`src/rtl/ic_test_controller.sv`:
```
// ic_test_controller: sequences one gate-checker test.
// Flow: start edge -> ARM (checker clears its verdicts) -> RUN (wait for all
// four verdicts) -> SETTLE (one fresh checker round) -> DONE, with TOUT if the
// verdicts never complete and abort back to IDLE.
module ic_test_controller #(
  parameter int unsigned ROUND_CYCLES   = 200000004,
  parameter int unsigned TIMEOUT_CYCLES = 400000008
) (
  input  logic       clk,
  input  logic       reset,
  input  logic       start,
  input  logic       abort,
  input  logic [2:0] gate_sw,
  input  logic       pass1,
  input  logic       pass2,
  input  logic       pass3,
  input  logic       pass4,
  input  logic       fail1,
  input  logic       fail2,
  input  logic       fail3,
  input  logic       fail4,
  output logic       enable,
  output logic [2:0] gateSelect,
  output logic       busy,
  output logic       done,
  output logic       timeout,
  output logic [3:0] gate_pass,
  output logic [3:0] gate_fail,
  output logic       all_pass
);

  typedef enum logic [2:0] {
    S_IDLE,
    S_ARM,
    S_RUN,
    S_SETTLE,
    S_DONE,
    S_TOUT
  } state_t;

  // Terminal count of each timed state; the counter restarts at 0 on entry.
  localparam logic [31:0] ARM_LAST    = 32'd1;
  localparam logic [31:0] RUN_LAST    = 32'(TIMEOUT_CYCLES - 1);
  localparam logic [31:0] SETTLE_LAST = 32'(ROUND_CYCLES - 1);

  state_t      state;
  state_t      state_next;
  logic [31:0] cnt;

  logic        start_q;
  logic        start_blk;
  logic        start_rise;
  logic        gate_ok;
  logic [3:0]  pass_vec;
  logic [3:0]  fail_vec;
  logic        verdict_all;

  logic        load_test;
  logic        clear_results;
  logic        sample_results;

  assign pass_vec    = {pass4, pass3, pass2, pass1};
  assign fail_vec    = {fail4, fail3, fail2, fail1};
  assign verdict_all = &(pass_vec | fail_vec);
  assign gate_ok     = (gate_sw <= 3'd5);

  // start_blk keeps a start level that was already high during reset from
  // being seen as a fresh request once reset is released; it clears the first
  // time start is observed low.
  assign start_rise  = start & ~start_q & ~start_blk;

  // State register.
  // NOTE: sequential state is written with non-blocking assignments so every
  // register samples the pre-edge values, independent of block ordering.
  always_ff @(posedge clk) begin
    if (reset) begin
      state <= S_IDLE;
    end else begin
      state <= state_next;
    end
  end

  // Next-state decode, Moore outputs and datapath strobes.
  always_comb begin
    // NOTE: every output of this block gets a default first so no path leaves
    // one unassigned, which would otherwise infer a latch.
    state_next     = state;
    load_test      = 1'b0;
    clear_results  = 1'b0;
    sample_results = 1'b0;
    enable         = 1'b0;
    busy           = 1'b0;
    done           = 1'b0;
    timeout        = 1'b0;

    case (state)
      S_IDLE, S_DONE, S_TOUT: begin
        done    = (state == S_DONE);
        timeout = (state == S_TOUT);
        // Invalid gate codes leave the controller exactly where it was.
        if (start_rise && gate_ok) begin
          state_next = S_ARM;
          load_test  = 1'b1;
        end
      end
      S_ARM: begin
        busy = 1'b1;
        if (abort) begin
          state_next    = S_IDLE;
          clear_results = 1'b1;
        end else if (cnt == ARM_LAST) begin
          state_next = S_RUN;
        end
      end
      S_RUN: begin
        busy   = 1'b1;
        enable = 1'b1;
        if (abort) begin
          state_next    = S_IDLE;
          clear_results = 1'b1;
        end else if (verdict_all) begin
          state_next = S_SETTLE;
        end else if (cnt == RUN_LAST) begin
          state_next = S_TOUT;
        end
      end
      S_SETTLE: begin
        busy   = 1'b1;
        enable = 1'b1;
        if (abort) begin
          state_next    = S_IDLE;
          clear_results = 1'b1;
        end else if (cnt == SETTLE_LAST) begin
          state_next     = S_DONE;
          sample_results = 1'b1;
        end
      end
      default: begin
        state_next = S_IDLE;
      end
    endcase
  end

  // Per-state cycle counter: cleared on every state change, saturating.
  always_ff @(posedge clk) begin
    if (reset) begin
      cnt <= 32'd0;
    end else if (state_next != state) begin
      cnt <= 32'd0;
    end else if (cnt != 32'hFFFF_FFFF) begin
      cnt <= cnt + 32'd1;
    end
  end

  // Start edge detector and post-reset blocking of a held start level.
  always_ff @(posedge clk) begin
    if (reset) begin
      start_q   <= 1'b0;
      start_blk <= start;
    end else begin
      start_q   <= start;
      start_blk <= start_blk & start;
    end
  end

  // Gate code and verdict registers.
  always_ff @(posedge clk) begin
    if (reset) begin
      gateSelect <= 3'd0;
      gate_pass  <= 4'b0000;
      gate_fail  <= 4'b0000;
      all_pass   <= 1'b0;
    end else if (load_test) begin
      gateSelect <= gate_sw;
      gate_pass  <= 4'b0000;
      gate_fail  <= 4'b0000;
      all_pass   <= 1'b0;
    end else if (clear_results) begin
      gate_pass  <= 4'b0000;
      gate_fail  <= 4'b0000;
      all_pass   <= 1'b0;
    end else if (sample_results) begin
      gate_pass  <= pass_vec;
      gate_fail  <= fail_vec;
      // A gate reporting both pass and fail is contradictory, so it can never
      // count towards an overall pass even though both bits are kept.
      all_pass   <= (&pass_vec) & ~(|(pass_vec & fail_vec));
    end
  end

endmodule

```
`config.mk`:
```
export PLATFORM = sky130hd
export DESIGN_NAME = ic_test_controller
export DESIGN_NICKNAME = d
export VERILOG_FILES = /design/src/rtl/ic_test_controller.sv
export SDC_FILE = /design/constraint.sdc
export NUM_CORES = 1
export LEC_CHECK = 0
export BUFFER_PORTS_ARGS = -buffer_cell sky130_fd_sc_hd__clkbuf_2
export CAP_MARGIN = 20
export CELL_PAD_IN_SITES_DETAIL_PLACEMENT = 0
export CELL_PAD_IN_SITES_GLOBAL_PLACEMENT = 2
export CORE_UTILIZATION = 31
export DETAILED_ROUTE_END_ITERATION = 7
export PLACE_DENSITY_LB_ADDON = 0.1
export SETUP_SLACK_MARGIN = 0.1
export SYNTH_ARGS = -nofsm -noshare
export SYNTH_HDL_FRONTEND = slang
export SYNTH_SLANG_ARGS = --single-unit
export TNS_END_PERCENT = 50
```
`constraint.sdc`:
```
create_clock -name clk -period 2.01 [get_ports clk]
set_input_delay 0.402 -clock clk [delete_from_list [all_inputs] [get_ports clk]]
set_output_delay 0.402 -clock clk [all_outputs]
set_load 0.01 [all_outputs]
```
==> results.ini <==
[detailed_routing]
via_per_inst = 4.84
detail-route-antenna-nets = 0
wl_per_cell_um = 14.8
vias = 2369
wirelength_um = 7250
firstDrtPassIters = 4
drc_errors = 0
detail_route.iter0.violations = 73

[final_layout]
drive_gt1_frac = 0.344
final_cells = 489
final_net_count = 403
syn2layout_area_growth_pct = 39.4
diodes = 0

[global_route]
grt_pass1_vias = 2213
grt_pass1_wl_um = 11500
grt_use_met3 = 0.0271
grt_overflow_total = 0
antenna_found_initial = 0
grt_max_degree = 23
use_met1 = 0.257
met2_usage = 0.257
top_usage_layer = met2
track_usage = 0.173

[placement]
port_buffers = 30
place.gp.congestion = 0.782
numPlacedInstances = 473
dp_hpwl_um = 5300

[timing]
fin_ws_ns = -0.0180
finalHoldViolCount = 0
fmax_mhz = 493
finalCriticalPeriod_ns = 2.03
fin_crit_sh = 1.01
rsz0062_at_grt = true
max_slew_margin = 0.764
setup_violations = 17
hold_ws_ns = 0.321
skew_ns = 0.0121
finalMaxSlewViolations = 0
worstMarginPinSlew_ns = 0.350

[clocking]
h-tree-depth = 2
clk_latency_ns = 0.32
cts_buffers = 5
cts_tree = built
cts.sinks = 49
clock_path_buffers = 2
cts.root.buffer_cell = clkbuf_8
path_clk_slew_ns = 0.11

[floorplanning]
fp-row-count = 32
ios = 31
die_w_um = 92.4
core-area_um2 = 7810
die-area_um2 = 8530
die-height_um = 92.4
initial_core_util = 0.324

[yosys]
ys_warn_count = 0
syn-num-nets = 315
synth_cell_types = 44
synth-seq-cells = 49
syn_area_per_cell_um2 = 8.49
syn_area_um2 = 2530
netlist_instances = 298
seq_area_frac_synth = 0.388

[power]
power.total_mw = 1.93
pwr_density_cell_nw_per_um2 = 547
p_leak_nw = 1.47
ir_drop_mv = 0.265

[run_status]
violations = setup timing
status = finished, violations left

[min_path]
worstHoldPathType = input pin to flop

[worst_setup_path]
critPathLaunchType = flop
path_class = flop to flop
arrival_ns = 2.24
worstPathMaxFanout = 22
end_kind = flop
required_ns = 2.22

[run]
maxCapViolations = 0

final cells by class:
| class | count | area [um2] |
|---|---|---|
| repair buffers | 94 | 693 |
| flip-flops and latches | 49 | 988 |
| clock buffers | 5 | 68.8 |
| fillers | 816 | 4280 |
| clock inverters | 3 | 50.0 |
| multi-input cells | 231 | 1580 |
| well taps | 102 | 128 |
| inverters | 5 | 18.8 |
synthesized netlist by cell type (all sizes together):
cell / count / area share
a211o: 2 / 0.0069
a211oi: 2 / 0.0059
a21oi: 8 / 0.016
a2bb2oi: 1 / 0.0035
a41oi: 1 / 0.0035
and2: 3 / 0.0074
and3: 8 / 0.020
and4: 2 / 0.0069
and4b: 1 / 0.0040
buf: 8 / 0.023
clkbuf: 5 / 0.0079
dfxtp: 49 / 0.39
ha: 2 / 0.0099
inv: 5 / 0.0074
mux2i: 13 / 0.051
nand2: 20 / 0.030
nand2b: 2 / 0.0049
nand3: 10 / 0.020
nand4: 21 / 0.052
nand4b: 2 / 0.0069
nor2: 58 / 0.086
nor2b: 5 / 0.012
nor3: 13 / 0.032
nor3b: 3 / 0.011
nor4: 10 / 0.032
nor4b: 4 / 0.016
o2111a: 1 / 0.0044
o211ai: 2 / 0.0079
o21a: 1 / 0.0030
o21ai: 1 / 0.0035
o221ai: 1 / 0.0035
o22ai: 2 / 0.0049
o41ai: 1 / 0.0035
or2: 1 / 0.0025
or4: 1 / 0.0030
xnor2: 13 / 0.045
xor2: 16 / 0.055
timing repair:
item                                    in CTS  in global routing
pin swaps                                    4                  7
resized for setup                            6                 20
hold buffers                                 0                  0
buffers inserted                             3                  4
cloned                                       0                  1
endpoints found under the setup margin      43                 44
cell usage in the layout, fill, tap and decap left out, drive strengths merged:
cell	n
mux2i	13
a41oi	1
nand2b	2
o21a	1
a2bb2oi	1
xnor2	13
bufinv	1
nand2	20
and3	8
nor4	10
o211ai	2
ha	2
buf	63
or2	1
and4b	1
xor2	16
nand4b	2
and4	2
nor2b	5
a21oi	8
clkbuf	36
o2111a	1
o41ai	1
nand4	21
a211o	2
a211oi	2
dfxtp	49
nor2	58
o221ai	1
nor3b	3
nand3	10
or4	1
o22ai	2
nor3	13
nor4b	4
inv	6
and2	3
o21ai	1
clkinv	1
report_power, final:
part	leakage [nW]	switching (mW)	internal [mW]
Clock	0.0603	0.369	0.382
Sequential	0.399	0.0137	0.984
Combinational	1.01	0.0942	0.0877
through the flow:
stage	TNS, ns	utilization	area (um2)	setup slack, ns
2_1_floorplan	0	-	2550	0.128
3_5_place_dp	-4.91	0.411	3210	-0.170
4_1_cts	-0.567	0.434	3390	-0.0478
5_1_grt	-3.19	0.452	3530	-0.127
6_report	-0.109	0.452	3530	-0.0180
3_3_place_gp	-3.58	0.411	3210	-0.123
flip-flops by register name, indices dropped and copies added, names as in the netlist:
signal	cells
start_q	1
gateSelect	3
gate_fail	4
gate_pass	4
all_pass	1
start_blk	1
state	3
cnt	32
cell families (layout without fill, tap and decap cells):
kind of cell / count (synthesis) / after routing / synth area share
buffers and inverters: 18 / 107 / 0.0386
AND/OR/NAND/NOR: 164 / 164 / 0.346
AO/OA/AOI/OAI: 23 / 23 / 0.0662
multiplexers: 13 / 13 / 0.0514
adder cells (fa/ha/maj): 2 / 2 / 0.00988
flip-flops: 49 / 49 / 0.388
XOR/XNOR: 29 / 29 / 0.100
worst max-delay path, cell delays in order, from the launching register on:
cell and delay, ns:
dfxtp_2 0.35, nor4_4 0.34, and3_1 0.27, nand4_1 0.11, a211o_1 0.33, o211ai_4 0.26
buf_12 0.20, nor2_1 0.06
final timing paths:
path | from | end | slack [ns] | cells after the start
min reg2reg | start_blk | start_blk | 0.47 | 1
max reg2reg | cnt[11] | cnt[0] | -0.02 | 7
max | cnt[11] | cnt[0] | -0.02 | 7
min | gate_sw[0] | gateSelect[0] | 0.32 | 3
routing by layer:
metal  up-vias  routed length (um)
li1       1231                   -
met1      1110                3900
met2        20                3150
met3         8                 130
met4         0                  75
met5         -                   0
No activity file was read; power rests on OpenSTA's default activity.
